===== src/rtl/alu_pkg.sv =====
// Shared definitions for the ALU operation driver: opcode encodings, opcode width
// and the driver's state encoding.
package alu_pkg;

  localparam int ALU_OP_W = 3;

  localparam logic [ALU_OP_W-1:0] OP_ADD = 3'b000;
  localparam logic [ALU_OP_W-1:0] OP_SUB = 3'b001;
  localparam logic [ALU_OP_W-1:0] OP_AND = 3'b010;
  localparam logic [ALU_OP_W-1:0] OP_OR  = 3'b011;
  localparam logic [ALU_OP_W-1:0] OP_XOR = 3'b100;
  localparam logic [ALU_OP_W-1:0] OP_SLT = 3'b101;

  typedef enum logic [1:0] {
    ST_IDLE = 2'd0,
    ST_WAIT = 2'd1,
    ST_RESP = 2'd2
  } drv_state_e;

endpackage


===== src/rtl/alu_op_driver_if.sv =====
// Request, ALU-side and response signals of the ALU operation driver.
// master = the driver itself, slave = the surrounding execute stage / ALU / consumer.
interface alu_op_driver_if
  import alu_pkg::*;
#(
  parameter int DATA_W = 32
);

  logic                req_valid;
  logic                req_ready;
  logic [ALU_OP_W-1:0] req_op;
  logic [DATA_W-1:0]   req_a;
  logic [DATA_W-1:0]   req_b;

  logic [ALU_OP_W-1:0] alu_op;
  logic [DATA_W-1:0]   alu_a;
  logic [DATA_W-1:0]   alu_b;
  logic [DATA_W-1:0]   alu_out;
  logic                alu_zero;
  logic                alu_of;

  logic                rsp_valid;
  logic                rsp_ready;
  logic [DATA_W-1:0]   rsp_result;
  logic                rsp_zero;
  logic                rsp_of;
  logic                rsp_err;

  logic                busy;

  modport master (
    input  req_valid, req_op, req_a, req_b,
    input  alu_out, alu_zero, alu_of,
    input  rsp_ready,
    output req_ready, alu_op, alu_a, alu_b,
    output rsp_valid, rsp_result, rsp_zero, rsp_of, rsp_err, busy
  );

  modport slave (
    output req_valid, req_op, req_a, req_b,
    output alu_out, alu_zero, alu_of,
    output rsp_ready,
    input  req_ready, alu_op, alu_a, alu_b,
    input  rsp_valid, rsp_result, rsp_zero, rsp_of, rsp_err, busy
  );

endinterface


===== src/rtl/alu_op_driver.sv =====
// Initiator for a clocked ALU: accepts one op, holds registered operands for ALU_LAT
// edges, captures the result and holds it until taken. ALU_OP_DRIVER_STATS_EN adds op/overflow counters.
//
// state   | meaning
// IDLE    | ready for a request, ALU operands hold the last legal op
// WAIT    | operands on the ALU, counting down its result latency
// RESP    | captured result (or illegal-opcode error) offered to consumer
module alu_op_driver
  import alu_pkg::*;
#(
  parameter int                  DATA_W  = 32,
  parameter int                  ALU_LAT = 1,
  parameter logic [ALU_OP_W-1:0] MAX_OP  = 3'b101
) (
  input  logic            clk,
  input  logic            reset,
  alu_op_driver_if.master bus
`ifdef ALU_OP_DRIVER_STATS_EN
  ,
  output logic [15:0]     op_count,
  output logic [15:0]     of_count
`endif
);

  localparam int               CNT_W    = 4;
  localparam logic [CNT_W-1:0] LAT_LOAD = CNT_W'(ALU_LAT - 1);

  drv_state_e          state_q, state_d;
  logic [CNT_W-1:0]    cnt_q, cnt_d;
  logic [ALU_OP_W-1:0] op_q, op_d;
  logic [DATA_W-1:0]   a_q, a_d, b_q, b_d;
  logic [DATA_W-1:0]   res_q, res_d;
  logic                zero_q, zero_d, of_q, of_d, err_q, err_d;
  logic                accept, legal, capture;

  assign accept  = bus.req_valid && (state_q == ST_IDLE);
  assign legal   = (bus.req_op <= MAX_OP);
  assign capture = (state_q == ST_WAIT) && (cnt_q == '0);

  always_comb begin
    state_d = state_q;
    cnt_d   = cnt_q;
    op_d    = op_q;
    a_d     = a_q;
    b_d     = b_q;
    res_d   = res_q;
    zero_d  = zero_q;
    of_d    = of_q;
    err_d   = err_q;
    case (state_q)
      ST_IDLE: begin
        if (accept) begin
          if (legal) begin
            op_d    = bus.req_op;
            a_d     = bus.req_a;
            b_d     = bus.req_b;
            cnt_d   = LAT_LOAD;
            state_d = ST_WAIT;
          end else begin
            // Rejected op never touches the ALU; answer with an error right away.
            res_d   = '0;
            zero_d  = 1'b0;
            of_d    = 1'b0;
            err_d   = 1'b1;
            state_d = ST_RESP;
          end
        end
      end
      ST_WAIT: begin
        if (capture) begin
          res_d   = bus.alu_out;
          zero_d  = bus.alu_zero;
          of_d    = bus.alu_of;
          err_d   = 1'b0;
          state_d = ST_RESP;
        end else begin
          cnt_d = cnt_q - 1'b1;
        end
      end
      ST_RESP: begin
        if (bus.rsp_ready) state_d = ST_IDLE;
      end
      default: state_d = ST_IDLE;
    endcase
  end

  always_ff @(posedge clk or negedge reset) begin
    if (!reset) begin
      state_q <= ST_IDLE;
      cnt_q   <= '0;
      op_q    <= '0;
      a_q     <= '0;
      b_q     <= '0;
      res_q   <= '0;
      zero_q  <= 1'b0;
      of_q    <= 1'b0;
      err_q   <= 1'b0;
    end else begin
      state_q <= state_d;
      cnt_q   <= cnt_d;
      op_q    <= op_d;
      a_q     <= a_d;
      b_q     <= b_d;
      res_q   <= res_d;
      zero_q  <= zero_d;
      of_q    <= of_d;
      err_q   <= err_d;
    end
  end

  assign bus.req_ready  = (state_q == ST_IDLE);
  assign bus.busy       = (state_q != ST_IDLE);
  assign bus.rsp_valid  = (state_q == ST_RESP);
  assign bus.alu_op     = op_q;
  assign bus.alu_a      = a_q;
  assign bus.alu_b      = b_q;
  assign bus.rsp_result = res_q;
  assign bus.rsp_zero   = zero_q;
  assign bus.rsp_of     = of_q;
  assign bus.rsp_err    = err_q;

`ifdef ALU_OP_DRIVER_STATS_EN
  always_ff @(posedge clk or negedge reset) begin
    if (!reset) begin
      op_count <= '0;
    end else if (accept && legal && (op_count != 16'hFFFF)) begin
      op_count <= op_count + 16'd1;
    end
  end

  always_ff @(posedge clk or negedge reset) begin
    if (!reset) begin
      of_count <= '0;
    end else if (capture && bus.alu_of && (of_count != 16'hFFFF)) begin
      of_count <= of_count + 16'd1;
    end
  end
`endif

endmodule


===== src/flat_wrapper.sv =====
// flat-port wrapper written by rule: the top's interface ports become plain ports
module alu_op_driver_flat import alu_pkg::*;
#(
  parameter int                  DATA_W  = 32,
  parameter int                  ALU_LAT = 1,
  parameter logic [ALU_OP_W-1:0] MAX_OP  = 3'b101
)
  (clk, reset, bus_req_valid, bus_req_op, bus_req_a, bus_req_b, bus_alu_out, bus_alu_zero, bus_alu_of, bus_rsp_ready, bus_req_ready, bus_alu_op, bus_alu_a, bus_alu_b, bus_rsp_valid, bus_rsp_result, bus_rsp_zero, bus_rsp_of, bus_rsp_err, bus_busy);
  alu_op_driver_if #(.DATA_W(DATA_W)) bus_i ();
  input  logic clk;
  input  logic reset;
  input wire logic [$bits(bus_i.req_valid)-1:0] bus_req_valid;
  input wire logic [$bits(bus_i.req_op)-1:0] bus_req_op;
  input wire logic [$bits(bus_i.req_a)-1:0] bus_req_a;
  input wire logic [$bits(bus_i.req_b)-1:0] bus_req_b;
  input wire logic [$bits(bus_i.alu_out)-1:0] bus_alu_out;
  input wire logic [$bits(bus_i.alu_zero)-1:0] bus_alu_zero;
  input wire logic [$bits(bus_i.alu_of)-1:0] bus_alu_of;
  input wire logic [$bits(bus_i.rsp_ready)-1:0] bus_rsp_ready;
  output wire logic [$bits(bus_i.req_ready)-1:0] bus_req_ready;
  output wire logic [$bits(bus_i.alu_op)-1:0] bus_alu_op;
  output wire logic [$bits(bus_i.alu_a)-1:0] bus_alu_a;
  output wire logic [$bits(bus_i.alu_b)-1:0] bus_alu_b;
  output wire logic [$bits(bus_i.rsp_valid)-1:0] bus_rsp_valid;
  output wire logic [$bits(bus_i.rsp_result)-1:0] bus_rsp_result;
  output wire logic [$bits(bus_i.rsp_zero)-1:0] bus_rsp_zero;
  output wire logic [$bits(bus_i.rsp_of)-1:0] bus_rsp_of;
  output wire logic [$bits(bus_i.rsp_err)-1:0] bus_rsp_err;
  output wire logic [$bits(bus_i.busy)-1:0] bus_busy;
  assign bus_i.req_valid = bus_req_valid;
  assign bus_i.req_op = bus_req_op;
  assign bus_i.req_a = bus_req_a;
  assign bus_i.req_b = bus_req_b;
  assign bus_i.alu_out = bus_alu_out;
  assign bus_i.alu_zero = bus_alu_zero;
  assign bus_i.alu_of = bus_alu_of;
  assign bus_i.rsp_ready = bus_rsp_ready;
  assign bus_req_ready = bus_i.req_ready;
  assign bus_alu_op = bus_i.alu_op;
  assign bus_alu_a = bus_i.alu_a;
  assign bus_alu_b = bus_i.alu_b;
  assign bus_rsp_valid = bus_i.rsp_valid;
  assign bus_rsp_result = bus_i.rsp_result;
  assign bus_rsp_zero = bus_i.rsp_zero;
  assign bus_rsp_of = bus_i.rsp_of;
  assign bus_rsp_err = bus_i.rsp_err;
  assign bus_busy = bus_i.busy;
  alu_op_driver #(.DATA_W(DATA_W), .ALU_LAT(ALU_LAT), .MAX_OP(MAX_OP)) u_core (.clk(clk), .reset(reset), .bus(bus_i));
endmodule

===== config.mk =====
export PLATFORM = sky130hd
export DESIGN_NAME = alu_op_driver_flat
export DESIGN_NICKNAME = d
export VERILOG_FILES = /design/src/rtl/alu_pkg.sv /design/src/rtl/alu_op_driver_if.sv /design/src/rtl/alu_op_driver.sv /design/src/flat_wrapper.sv
export SDC_FILE = /design/constraint.sdc
export NUM_CORES = 1
export LEC_CHECK = 0
export ABC_AREA = 1
export CAP_MARGIN = 15
export CORE_ASPECT_RATIO = 1.5
export CORE_MARGIN = 4
export CORE_UTILIZATION = 30
export DETAILED_ROUTE_END_ITERATION = 8
export PLACE_DENSITY = 0.59
export RECOVER_POWER = 100
export SYNTH_ARGS = -nofsm -noshare
export SYNTH_HDL_FRONTEND = slang
export SYNTH_SLANG_ARGS = --single-unit

===== constraint.sdc =====
create_clock -name clk -period 1.85 [get_ports clk]
set_clock_uncertainty 0.2 [all_clocks]
set_input_delay 0.185 -clock clk [delete_from_list [all_inputs] [get_ports clk]]
set_output_delay 0.185 -clock clk [all_outputs]
set_load 0.02 [all_outputs]

# Word-level counts from Yosys, hierarchy flattened
# Cells that the tools add are included.
# word_totals
register_bits	108
inputBits	105
output_inout_bits	105
elab_cells	52
# op_classes
n_addsub	1
order_cmp	1
n_eq_ne	8
mux	23
reduce_logical	10
# op_table
cell	n
32-bit 2-to-1 mux	3
32-bit case mux with 2 select lines	1
4-bit 2-to-1 mux	3
2-bit 2-to-1 mux	4
4-bit case mux with 2 select lines	1
4-bit AND reduction	2
1-bit 2-to-1 mux	7
2-bit by 1-bit != test with 1-bit output, second input constant	3
2-bit != test, second input constant	3
1-bit case mux with 2 select lines	3
2-bit case mux with 3 select lines	1
3-bit AND reduction	2
4-bit logical NOT	1
2-bit nonzero test	2
4-bit by 1-bit subtractor with 4-bit output, second input constant	1
3-bit <= comparator, second input constant	1
2-bit by 1-bit == test with 1-bit output, second input constant	1
2-bit == test, second input constant	1
1-bit logical AND	2
2-bit logical NOT	1

# Longest topological paths before layout
# logic_depth
ltp_word	4
mapped_depth	8
mapped_depth_nobuf	8

# Worst setup path before layout
# Ideal clock, no wire load.
# synth_path
kind	reg2reg
from	register u_core.cnt_q[0]
to	register u_core.res_q[10] (netlist: u_core.bus.rsp_result[10])
setup_ns	0.117
arrival_ns	1.274
required_time_ns	1.533
path_slack_ns	0.259
stages_incl_launch_ff	9
n_path_buf	1
synth_period_minus_slack_ns	1.591
path_cell_list	dfrtp_1 > inv_1 > ha_1 > nand3_1 > nand2_1 > nand3b_4 > buf_4 > nand2_1 > nand2_1
# synth_between
elab_chain_len	4
# synth_rtl
item	line_no	source
start, declared	alu_op_driver.sv:29	logic [CNT_W-1:0] cnt_q, cnt_d;
start signal, assigned	alu_op_driver.sv:100	cnt_q <= cnt_d;
4-bit logical NOT	alu_op_driver.sv:38	assign capture = (state_q == ST_WAIT) && (cnt_q == '0);
1-bit logical AND	alu_op_driver.sv:38	
2-bit by 1-bit != test with 1-bit output (no source line)	--	
4-bit AND reduction (no source line)	--	
end signal, assigned	alu_op_driver.sv:104	res_q <= res_d;
end, declared	alu_op_driver.sv:32	logic [DATA_W-1:0] res_q, res_d;
# No other way between the ends.
# A chain may end at the register's enable or synchronous reset.

# Worst setup path after layout
# layout_path
from	register u_core.b_q[8] (netlist: u_core.bus.alu_b[8])
to	output port bus_alu_b[8]
# layout_lines
item	line_no	source
start, declared	alu_op_driver.sv:31	logic [DATA_W-1:0] a_q, a_d, b_q, b_d;
start signal, assigned	alu_op_driver.sv:93	b_q <= '0;
start signal, assigned	alu_op_driver.sv:103	b_q <= b_d;
end, declared	flat_wrapper.sv:23	output wire logic [$bits(bus_i.alu_b)-1:0] bus_alu_b;
# No word-level cell between the ends.

==> results.yml <==
logic_synthesis:
  synth.top_cells.by_count: "313 x nand2_1, 108 x dfrtp_1, 8 x inv_1, 7 x buf_6, 7 x nor2_1"
  synth_top_flop_cell: "dfrtp_1"
  yosys-top-cells-area: "dfrtp_1 64%, nand2_1 28%, buf_6 1.9%, nor2_4 0.80%, buf_2 0.71%"
  syn_avg_cell_area_um2: 8.89
  synth_largest_area_cell: "dfrtp_1"
  ys_warn_count: 0
  ys_seq_area_frac: 0.636
  yosysMostFrequentCell: "nand2_1"
  synth-edff-count: 0
  synth_top_area_share: 0.636
  ys_types: 19
  ys_ff_latch: 108
  syn_inst: 478
  netlist_area_um2: 4250
  syn-num-nets: 585
  synth-async-reset-ratio: 1.00
detailed_routing:
  vias: 3708
  wl_per_cell_um: 14.3
  postRouteAntennaNets: 0
  drt_iter0_drc: 128
  firstDrtPassIters: 4
  drc_errors: 0
  wl_um: 12200
  vias_per_cell: 4.32
global_route:
  grtUsageMet3: 0.0374
  busiest_layer: "met2"
  grt_pass1_vias: 3826
  track_usage: 0.152
  grt_pass1_wl_um: 19600
  grt_max_degree: 68
  met2_usage: 0.268
  antenna_found_initial: 0
  use_met1: 0.175
  overflow: 0
power:
  peakVddDrop_v: 0.000597
  powerDensity_nw_per_um2: 1600
  finalPower_uw: 10900
  leakage_uw: 0.00350
sta:
  worst_pin_slew_ns: 0.850
  grt_setup_unrepaired: "no"
  setup_violations: 0
  period_share: 0.963
  fin_crit_ns: 1.78
  holdWs_ns: 0.179
  hold_violations: 0
  clock.fmax_mhz: 561
  report.final.slew_viol_count: 0
  finalSetupTns_ns: 0
  max-slew-margin-rel: 0.433
setup_path:
  startpoint_type: "register"
  critPathMaxStageDelay_ns: 0.71
  critPathKind: "reg -> out"
  critPathSlowestCell: "dlygate4sd3_1"
  path_cells: "dlygate4sd3_1"
  cp_data_required_time_ns: 1.46
  endpoint_kind: "output port"
  crit_family: "buffers and inverters"
  cp_data_arrival_time_ns: 1.40
  cp_max_fo: 2
  worst-path-buf-inv: 1
cts:
  cts_buffers: 9
  post_cts_buffers: 0
  root_buffer: "clkbuf_16"
  htreeDepth: 3
  clockBufferDepth: 2
  cts_sinks: 108
  clkLatencyLatePin_ns: 0.33
  cts_tree: "built"
  path_clk_slew_ns: 0.07
layout:
  fillCellCount: 1372
  seq_area_um2: 2700
  area_growth_pct: 60.2
  drive_gt1_frac: 0.0447
  multiInputGateArea_um2: 1350
  utilization: 0.489
  nets: 796
  antenna_cells: 0
floorplanning:
  die-area_um2: 16200
  num_rows: 53
  io_pins: 210
  initial_utilization: 0.305
  die_h_um: 154
  die-width_um: 105
  core_um2: 13900
outcome:
  outcome: "completed"
placement:
  io_buffers: 209
  dp_hpwl_um: 9230
  routabilityCongestion: 0.753
flow_run:
  maxCapViolations: 0
worst_hold_path:
  hp-class: "in -> reg"
[routing by layer]
metal	part of all wire	up-vias	wire length, um
met4	0.028	0	345
li1	-	1863	-
met2	0.52	121	6330
met1	0.39	1704	4830
met5	0	-	0
met3	0.061	20	743
[state kept, by name, indices dropped and copies added (netlist names)]
register	count
u_core.bus.alu_a	32
u_core.bus.alu_b	32
u_core.bus.alu_op	3
u_core.bus.rsp_err	1
u_core.bus.rsp_of	1
u_core.bus.rsp_result	32
u_core.bus.rsp_zero	1
u_core.cnt_q	4
u_core.state_q	2
[final cells by class]
type,count,area share
sequential,108,0.397
timing repair buffer,220,0.326
multi-input combinational,339,0.198
clock buffer,12,0.0377
tap,165,0.0303
inverter,11,0.00607
clock inverter,4,0.00478
[layout by cell type, fill, tap and decap left out, drive strengths merged, types with 2 or more instances in the layout]
master         count
nand2            314
clkdlybuf4s50    120
dfrtp            108
dlygate4sd3       86
clkbuf            15
inv               12
nor2              10
buf                8
nand3              6
o21ai              4
ha                 2
clkinvlp           2
dlygate4sd2        2
[report_power, final]
part	internal [uW]	total (uW)	switching (uW)	leakage, uW
logic	2190	5180	2990	0.00199
clock network	995	1830	836	0.000135
registers	3350	3860	511	0.00137
total	6530	10900	4340	0.00350
[stage by stage]
step / area [um^2] / setup WS, ns / instances
final: 6810 / 0.0689 / 859
after detailed placement: 6550 / 0.117 / 842
after floorplan: 4250 / 0.259 / 478
after global placement: 6550 / 0.162 / 842
after global routing: 6810 / 0.0206 / 859
after CTS: 6840 / 0.0877 / 859
[logic make-up (layout without fill, tap and decap cells)]
group,Yosys count,count (layout),synth area share
DFF,108,108,0.636
and+or+nand+nor,331,331,0.305
adders and majority gates,2,2,0.00589
buffers and inverters,31,247,0.0451
xor gates and xnor gates,1,1,0.00206
AOI/OAI and AO/OA,5,5,0.00589
[final timing paths]
check	startpoint	end	slack, ns	cells past startpoint
worst min-delay path	bus_req_b[1]	u_core.bus.alu_b[1]	0.18	3
worst max register to register	u_core.state_q[1]	u_core.bus.alu_b[22]	0.17	6
min in group asynchronous	reset	u_core.bus.rsp_result[11]	0.28	2
worst min register to register	u_core.bus.rsp_result[27]	u_core.bus.rsp_result[27]	0.27	2
max in group asynchronous	reset	u_core.bus.rsp_zero	0.28	3
worst max-delay path	u_core.bus.alu_b[8]	bus_alu_b[8]	0.07	1
[what timing repair did]
| action | CTS | global route |
|---|---|---|
| gates cloned | 0 | 0 |
| gates resized for setup | 3 | 1 |
| endpoints found under the setup margin | 3 | 1 |
| hold buffers | 1 | 0 |
| endpoints found under the hold margin | 108 | 0 |
No activity file was read; power rests on OpenSTA's default activity.
